File: config.mk
export PLATFORM = sky130hd
export DESIGN_NAME = rx_word_aligner
export DESIGN_NICKNAME = d
export VERILOG_FILES = /design/src/rtl/rx_word_aligner_pkg.sv /design/src/rtl/rx_word_aligner_dec_10b8b_comb.sv /design/src/rtl/rx_word_aligner.sv
export SDC_FILE = /design/constraint.sdc
export NUM_CORES = 1
export LEC_CHECK = 0
export CORE_UTILIZATION = 36
export CTS_CLUSTER_DIAMETER = 80
export DETAILED_ROUTE_END_ITERATION = 10
export DONT_BUFFER_PORTS = 1
export SYNTH_ARGS = -nofsm -noshare
export SYNTH_HDL_FRONTEND = slang
export SYNTH_SLANG_ARGS = --single-unit
File: constraint.sdc
create_clock -name clk -period 1.76 [get_ports clk]
set_input_delay 0.528 -clock clk [delete_from_list [all_inputs] [get_ports clk]]
set_output_delay 0.528 -clock clk [all_outputs]
set_load 0.01 [all_outputs]
File: src/rtl/rx_word_aligner_pkg.sv
// Shared aligner types plus the 3b/4b and 5b/6b sub-block code tables used by both
// the receive decoder and the transmit encoder.
package rx_word_aligner_pkg;

    typedef enum logic [1:0] {ST_HUNT, ST_VERIFY, ST_LOCKED} align_state_t;

    localparam logic [9:0] SYNC_WORD_DEFAULT = 10'b1111100000;

    // Index is the data value; NEG/POS are the two running-disparity forms (equal when balanced).
    localparam logic [5:0] CODE6_NEG [32] = '{
        6'b100111, 6'b011101, 6'b101101, 6'b110001, 6'b110101, 6'b101001, 6'b011001, 6'b111000,
        6'b111001, 6'b100101, 6'b010101, 6'b110100, 6'b001101, 6'b101100, 6'b011100, 6'b010111,
        6'b011011, 6'b100011, 6'b010011, 6'b110010, 6'b001011, 6'b101010, 6'b011010, 6'b111010,
        6'b110011, 6'b100110, 6'b010110, 6'b110110, 6'b001110, 6'b101110, 6'b011110, 6'b101011};
    localparam logic [5:0] CODE6_POS [32] = '{
        6'b011000, 6'b100010, 6'b010010, 6'b110001, 6'b001010, 6'b101001, 6'b011001, 6'b000111,
        6'b000110, 6'b100101, 6'b010101, 6'b110100, 6'b001101, 6'b101100, 6'b011100, 6'b101000,
        6'b100100, 6'b100011, 6'b010011, 6'b110010, 6'b001011, 6'b101010, 6'b011010, 6'b000101,
        6'b001100, 6'b100110, 6'b010110, 6'b001001, 6'b001110, 6'b010001, 6'b100001, 6'b010100};
    localparam logic [3:0] CODE4_NEG [8] = '{
        4'b1011, 4'b1001, 4'b0101, 4'b1100, 4'b1101, 4'b1010, 4'b0110, 4'b1110};
    localparam logic [3:0] CODE4_POS [8] = '{
        4'b0100, 4'b1001, 4'b0101, 4'b0011, 4'b0010, 4'b1010, 4'b0110, 4'b0001};
    localparam logic [3:0] CODE4_A7_NEG = 4'b0111;
    localparam logic [3:0] CODE4_A7_POS = 4'b1000;

    typedef struct packed {
        logic       illegal;
        logic [4:0] val;
    } dec6_t;

    typedef struct packed {
        logic       illegal;
        logic [2:0] val;
    } dec4_t;

    // The encoder picks the alternate x.7 form itself; only the primary form lives here.
    function automatic logic [5:0] enc_5b6b(input logic [4:0] val, input logic rd_pos);
        return rd_pos ? CODE6_POS[val] : CODE6_NEG[val];
    endfunction

    function automatic logic [3:0] enc_3b4b(input logic [2:0] val, input logic rd_pos);
        return rd_pos ? CODE4_POS[val] : CODE4_NEG[val];
    endfunction

    function automatic dec6_t dec_6b5b(input logic [5:0] code);
        dec6_t r;
        r.illegal = 1'b1;
        r.val     = 5'd0;
        for (int i = 0; i < 32; i++) begin
            if (code == CODE6_NEG[5'(i)] || code == CODE6_POS[5'(i)]) begin
                r.illegal = 1'b0;
                r.val     = 5'(i);
            end
        end
        return r;
    endfunction

    function automatic dec4_t dec_4b3b(input logic [3:0] code);
        dec4_t r;
        r.illegal = 1'b1;
        r.val     = 3'd0;
        for (int i = 0; i < 8; i++) begin
            if (code == CODE4_NEG[3'(i)] || code == CODE4_POS[3'(i)]) begin
                r.illegal = 1'b0;
                r.val     = 3'(i);
            end
        end
        if (code == CODE4_A7_NEG || code == CODE4_A7_POS) begin
            r.illegal = 1'b0;
            r.val     = 3'd7;
        end
        return r;
    endfunction

endpackage

File: src/rtl/rx_word_aligner_dec_10b8b_comb.sv
// Combinational 10b->8b word decoder: bits[9:6] give data[7:5], bits[5:0] give data[4:0];
// an illegal sub-block decodes to zero in its field and raises illegal.
module dec_10b8b_comb
    import rx_word_aligner_pkg::*;
(
    input  logic [9:0] code,
    output logic [7:0] data,
    output logic       illegal
);

    dec4_t d4;
    dec6_t d6;

    always_comb begin
        d4      = dec_4b3b(code[9:6]);
        d6      = dec_6b5b(code[5:0]);
        data    = {d4.val, d6.val};
        illegal = d4.illegal | d6.illegal;
    end

endmodule

File: src/rtl/rx_word_aligner.sv
// Serial word aligner: hunts for SYNC_WORD, verifies LOCK_CNT aligned syncs, then decodes words.
// Define RX_ALIGN_STATS_EN to build the saturating err_count statistics counter.
//
// state     | meaning
// ----------+------------------------------------------------------------
// ST_HUNT   | sliding bit-by-bit search for SYNC_WORD
// ST_VERIFY | boundary found, counting consecutive aligned sync words
// ST_LOCKED | aligned; data words decoded, syncs consumed, error runs tracked
module rx_word_aligner
    import rx_word_aligner_pkg::*;
#(
    parameter logic [9:0]  SYNC_WORD = SYNC_WORD_DEFAULT,
    parameter int unsigned LOCK_CNT  = 3,
    parameter int unsigned ERR_LIMIT = 4
) (
    input  logic        clk,
    input  logic        rst_n,
    input  logic        ser_in,
    input  logic        bit_en,
    output logic [7:0]  data_out,
    output logic        data_valid,
    output logic        code_err,
    output logic        locked,
    output logic [15:0] err_count
);

    localparam logic [3:0] LOCK_TC = 4'(LOCK_CNT);
    localparam logic [3:0] ERR_TC  = 4'(ERR_LIMIT);

    align_state_t state, state_nxt;
    logic [8:0]   shreg, shreg_nxt;
    logic [9:0]   window;
    logic [3:0]   bit_cnt, bit_cnt_nxt;
    logic [3:0]   sync_cnt, sync_cnt_nxt;
    logic [3:0]   err_run, err_run_nxt;
    logic [7:0]   data_nxt, dec_data;
    logic         dv_nxt, cerr_nxt, dec_illegal, word_done;

    assign window    = {shreg, ser_in};
    assign word_done = (bit_cnt == 4'd9);
    assign locked    = (state == ST_LOCKED);

    dec_10b8b_comb u_dec (
        .code    (window),
        .data    (dec_data),
        .illegal (dec_illegal)
    );

    always_comb begin
        state_nxt    = state;
        shreg_nxt    = shreg;
        bit_cnt_nxt  = bit_cnt;
        sync_cnt_nxt = sync_cnt;
        err_run_nxt  = err_run;
        data_nxt     = data_out;
        dv_nxt       = 1'b0;
        cerr_nxt     = 1'b0;
        if (bit_en) begin
            shreg_nxt   = window[8:0];
            bit_cnt_nxt = word_done ? 4'd0 : bit_cnt + 4'd1;
            case (state)
                ST_HUNT: begin
                    bit_cnt_nxt = 4'd0;
                    if (window == SYNC_WORD) begin
                        sync_cnt_nxt = 4'd1;
                        err_run_nxt  = 4'd0;
                        state_nxt    = (LOCK_TC == 4'd1) ? ST_LOCKED : ST_VERIFY;
                    end
                end
                ST_VERIFY: begin
                    if (word_done) begin
                        if (window == SYNC_WORD) begin
                            sync_cnt_nxt = sync_cnt + 4'd1;
                            if (sync_cnt + 4'd1 == LOCK_TC) state_nxt = ST_LOCKED;
                        end else begin
                            sync_cnt_nxt = 4'd0;
                            state_nxt    = ST_HUNT;
                        end
                    end
                end
                ST_LOCKED: begin
                    if (word_done) begin
                        if (window == SYNC_WORD) begin
                            err_run_nxt = 4'd0;
                        end else begin
                            dv_nxt   = 1'b1;
                            data_nxt = dec_data;
                            cerr_nxt = dec_illegal;
                            if (!dec_illegal) begin
                                err_run_nxt = 4'd0;
                            end else if (err_run + 4'd1 == ERR_TC) begin
                                // The failing word is still reported; the drop takes effect with it.
                                state_nxt    = ST_HUNT;
                                err_run_nxt  = 4'd0;
                                sync_cnt_nxt = 4'd0;
                                bit_cnt_nxt  = 4'd0;
                            end else begin
                                err_run_nxt = err_run + 4'd1;
                            end
                        end
                    end
                end
                default: state_nxt = ST_HUNT;
            endcase
        end
    end

    always_ff @(posedge clk or negedge rst_n) begin
        if (!rst_n) begin
            state      <= ST_HUNT;
            shreg      <= '0;
            bit_cnt    <= '0;
            sync_cnt   <= '0;
            err_run    <= '0;
            data_out   <= 8'h00;
            data_valid <= 1'b0;
            code_err   <= 1'b0;
        end else begin
            state      <= state_nxt;
            shreg      <= shreg_nxt;
            bit_cnt    <= bit_cnt_nxt;
            sync_cnt   <= sync_cnt_nxt;
            err_run    <= err_run_nxt;
            data_out   <= data_nxt;
            data_valid <= dv_nxt;
            code_err   <= cerr_nxt;
        end
    end

`ifdef RX_ALIGN_STATS_EN
    logic [15:0] err_count_q;
    logic [16:0] err_sum;
    logic        drop_lock;

    assign drop_lock = (state == ST_LOCKED) && (state_nxt == ST_HUNT);
    assign err_sum   = {1'b0, err_count_q} + {16'h0000, cerr_nxt} + {16'h0000, drop_lock};

    always_ff @(posedge clk or negedge rst_n) begin
        if (!rst_n) err_count_q <= 16'h0000;
        else        err_count_q <= err_sum[16] ? 16'hFFFF : err_sum[15:0];
    end

    assign err_count = err_count_q;
`else
    assign err_count = 16'h0000;
`endif

endmodule

# == Word level (Yosys, flattened, before mapping) ==
# Cells that the tools add are included.
# totals
reg_bits,33
input_bits,4
elab_cells,136
# classes
n_addsub,3
eq_ne,46
muxes,60
bitwise_logic,2
reduce_logical,17
# op_table
op,n
$mux W6,17
$mux W4,23
$eq A6 B6 Y1 const B,13
$eq A6 B5 Y1 const B,7
$eq A4 B4 Y1 const B,6
$eq A4 B3 Y1 const B,4
$mux W2,8
$pmux W4 S2,2
$reduce_and A8 Y1,2
$add A4 B1 Y4 const B,3
$eq A6 B3 Y1 const B,2
$eq A6 B4 Y1 const B,2
$pmux W4 S3,1
$eq A10 B10 Y1 const B,1
$logic_or A1 B1 Y1,10
$eq A4 B2 Y1 const B,2
$mux W1,8
$reduce_and A4 Y1,2
$ne A2 B1 Y1 const B,3
$ne A2 B2 Y1 const B,3
$pmux W2 S3,1
$ne A3 B3 Y1 const B,1
$reduce_bool A3 Y1,1
$eq A2 B1 Y1 const B,1
5 further kinds,5

# == Logic depth before layout (Yosys ltp) ==
# Gate-level depths: netlist of the first run.
# logic_depth
ltp_word,24
depth_mapped,6
depth_no_buf,6

# == Cells and area by module ==
# A second synthesis of the first run with hierarchy kept.
# unflattened
hier_cells,179
area_unflattened_um2,1936.9
# modules_own_cells
mod,n_inst,cells_each,area_per_inst_um2,seq_area_each_um2
rx_word_aligner,1,168,1861.8,825.8
dec_10b8b_comb,1,11,75.1,0.0

# == Worst setup path after synthesis of the first run ==
# OpenSTA, ideal clock, no wires.
# synth_timing
kind,reg-to-reg
from,reg state[0]
to,reg sync_cnt[3]
arrival_time_ns,1.629
required_ns,1.673
slack_ns,0.044
stages_incl_launch_ff,7
n_path_buf,0
period_less_slack_ns,1.716
cell_sequence,dfrtp_1 > inv_1 > ha_1 > nand2b_1 > a21o_1 > or4_1 > o211ai_1
# synth_between
elab_chain_cells,3
elab_cells_between_ends,12
# synth_rtl
element,line,text
from (decl),rx_word_aligner.sv:30,"align_state_t state, state_nxt;"
from (signal assigned),rx_word_aligner.sv:119,state <= state_nxt;
$eq A2 B2 Y1 *,n/a,
via locked,rx_word_aligner.sv:23,"output logic locked,"
"$ne A2 B1 Y1 (no line), or another cell as far along",n/a,
$reduce_and A8 Y1 (no line),n/a,
to (signal assigned),rx_word_aligner.sv:122,sync_cnt <= sync_cnt_nxt;
to (decl),rx_word_aligner.sv:34,"logic [3:0] sync_cnt, sync_cnt_nxt;"
# Mark *: on every way through the listed nets, which the timed path passes. The rest lies on a longest branch.
# A chain may end at the register's enable or synchronous reset.

# == Worst setup path after layout of the first run ==
# layout_timing
from,reg state[0]
to,out locked
# layout_between
elab_chain_cells,1
# layout_rtl
element,line,text
$eq A2 B2 Y1,rx_word_aligner.sv:41,assign locked = (state == ST_LOCKED);
to (decl),rx_word_aligner.sv:23,
# No other way between the ends.

==> results of run 1 <==
-- worst max-delay path, cell delays in order (launching register included) --
cell and delay [ps]:
dfrtp_1 400, inv_1 140, ha_2 210, buf_4 140
-- sequential cells by signal, summed over array words and instances, names as in the netlist --
signal,flops
shreg,9
bit_cnt,4
sync_cnt,4
state,2
data_out,1
data_valid,1
-- layer usage --
layer / global-route usage (%) / routed length (um) / up-vias
met1: 15.7 / 984 / 434
li1: - / - / 427
met5: 0 / 0 / -
met2: 19.6 / 1210 / 29
met4: 6.40 / 82 / 0
met3: 1.65 / 112 / 8
-- worst paths after layout --
check                       startpoint     endpoint  slack [ps]  depth (start not counted)
max reg2reg                sync_cnt[0]     state[1]          30                          5
min reg2reg                   shreg[8]     shreg[8]         520                          1
min in group asynchronous        rst_n   bit_cnt[1]         790                          1
max                           state[0]       locked          30                          3
max in group asynchronous        rst_n  sync_cnt[0]         330                          1
min                             bit_en   bit_cnt[3]         300                          1
-- cell usage in the layout, fill, tap and decap left out, types with 3 or more instances in the layout --
cell and n:
nor2_1 6, nand3_1 5, a21oi_1 4, clkbuf_4 3
o21ai_0 6, inv_1 4, nor2b_1 3, dfrtp_1 20
conb_1 17, buf_4 9, mux2_2 11, nand2_1 3
-- power breakdown --
part,leakage [uW],switching [uW],internal [uW]
clock,0.0000139,165,86.8
combinational,0.000337,141,145
sequential,0.000270,97.7,573
total,0.000621,404,805
-- cell families after synthesis --
family          after synthesis  share of synthesized area [%]
compound gates               24                           12.1
other cells                   1                          0.287
fa+ha+maj                     5                           4.79
mux                          11                           9.48
simple gates                 34                           17.0
flops                        21                           40.2
buf+inv                      32                           16.2
-- through the flow --
stage | hold WS, ps | setup slack, ps | setup TNS, ps | power (uW) | area (um^2)
floorplan | 232 | 44.0 | 0 | 905 | 1370
global placement | 233 | -7.43 | -7.43 | 888 | 1270
detailed placement | 233 | -27.5 | -28.7 | 908 | 1270
CTS | 297 | 8.17 | 0 | 1170 | 1330
global route | 288 | -50.0 | -152 | 1280 | 1430
finish | 304 | 25.4 | 0 | 1210 | 1430
-- area by class of cell --
class                   instances  area, um^2  area share [%]
clock buffers                   3        22.5            1.58
clock inverters                 1        7.51           0.527
inverters                       6        22.5            1.58
multi-input cells              91         711            49.9
flip-flops and latches         21         527            37.0
well taps                      46        57.6            4.04
repair buffers                 10        77.6            5.44
-- repair_timing --
item / in CTS / in global routing
hold buffers: 1 / 0
pin swaps: 0 / 3
resized for setup: 3 / 13
buffers inserted: 1 / 3
setup endpoints to repair: 2 / 4
endpoints found under the hold margin: 21 / 0
==> run metrics, run 1 <==
area fraction of the dominant cell type after synthesis=40.2%; Power Dens Cells=849 nW/um^2; Post-DP HPWL=1600 um; Worst Clk Skew=2.37 ps; most numerous cell in the Yosys netlist=buf_4; VDD IR max=0.291 mV; asr flop ratio synth=100%; # IOs=31; worst-case clock buffer depth=2; Rows=21; GRT Residual Overflow=0; CTS tree=done; die area=3870 um^2; antenna violations before repair=0; Worst-path clk slew=130 ps; Chip Width=62.2 um; Seq/Total Area, Yosys=40.2%; Setup violations, final=0; Setup crit start kind=flip-flop; Layout Nets=142; leakage power=0.000621 uW; Antenna Cells=0; Inst Count DP=169; DRT iter0 DRCs=22; DR pass1 iterations=4; initial core utilization=38.2%; Area growth syn-to-layout=9.10%; Worst-Skew Late Latency=320 ps; All-Layer GR Usage=12.1%; Max Cap Viol=0; worst path arrival time=1210 ps; fmax=576 MHz; cts bufs inserted=3; top cells by area, synth=dfrtp_1 (40%), buf_4 (14%), mux2_2 (9.5%); Non-Filler Instances=178; Post-synth top flop=dfrtp_1; post-layout min period=1730 ps; CP Max Fanout=4; Tightest Pin Transition=958 ps; WS Path Type=reg -> out; first-pass GRT wire length=3730 um; Yosys cell types=40; worst hold path type=in -> reg; Post-Syn Instances=128; IO buf count=0; Post-DRT Antenna Nets=0; Sink Count=21; layout cells sized above 1=31.1%; Mean Syn Cell Area=10.2 um^2; number of global-route vias before repair=826; Final Util=41.7%; Final Hold Viols=0; Slew headroom=35.9%; Via density=5.04; DRT Wirelength=2390 um; Synth Warn #=0; gp weighted congestion=0.780; post-synthesis register bit count=21; Root Buffer=clkbuf_4; Worst Path Required=1230 ps; via count=898; max-slew violations=0; # fillers=333; core area=3420 um^2; largest net degree at the start of global routing=22; Commonest cells post-synth=buf_4 (24), dfrtp_1 (21), mux2_2 (11); number of synthesized flops with an enable pin=0; Chip Height=62.2 um; CTS HTree Levels=1; CP endpoint kind=output pin; run status=complete, no violations; wire per inst=13.4 um; Final Cycle Share=98.6%; area leader, netlist=dfrtp_1; RSZ-0062 raised after global routing=yes; DRC=0; Post-Synthesis Cell Area=1310 um^2
No activity file was read; power rests on OpenSTA's default activity.
==> run 2, diff against run 1 <==
--- a/config.mk
+++ b/config.mk
@@ -9,6 +9,7 @@
 export CTS_CLUSTER_DIAMETER = 80
 export DETAILED_ROUTE_END_ITERATION = 10
 export DONT_BUFFER_PORTS = 1
+export SLEW_MARGIN = 20
 export SYNTH_ARGS = -nofsm -noshare
 export SYNTH_HDL_FRONTEND = slang
 export SYNTH_SLANG_ARGS = --single-unit
==> results of run 2 <==
Same layout as run 1: the final DEF is identical, and so are final timing and power.
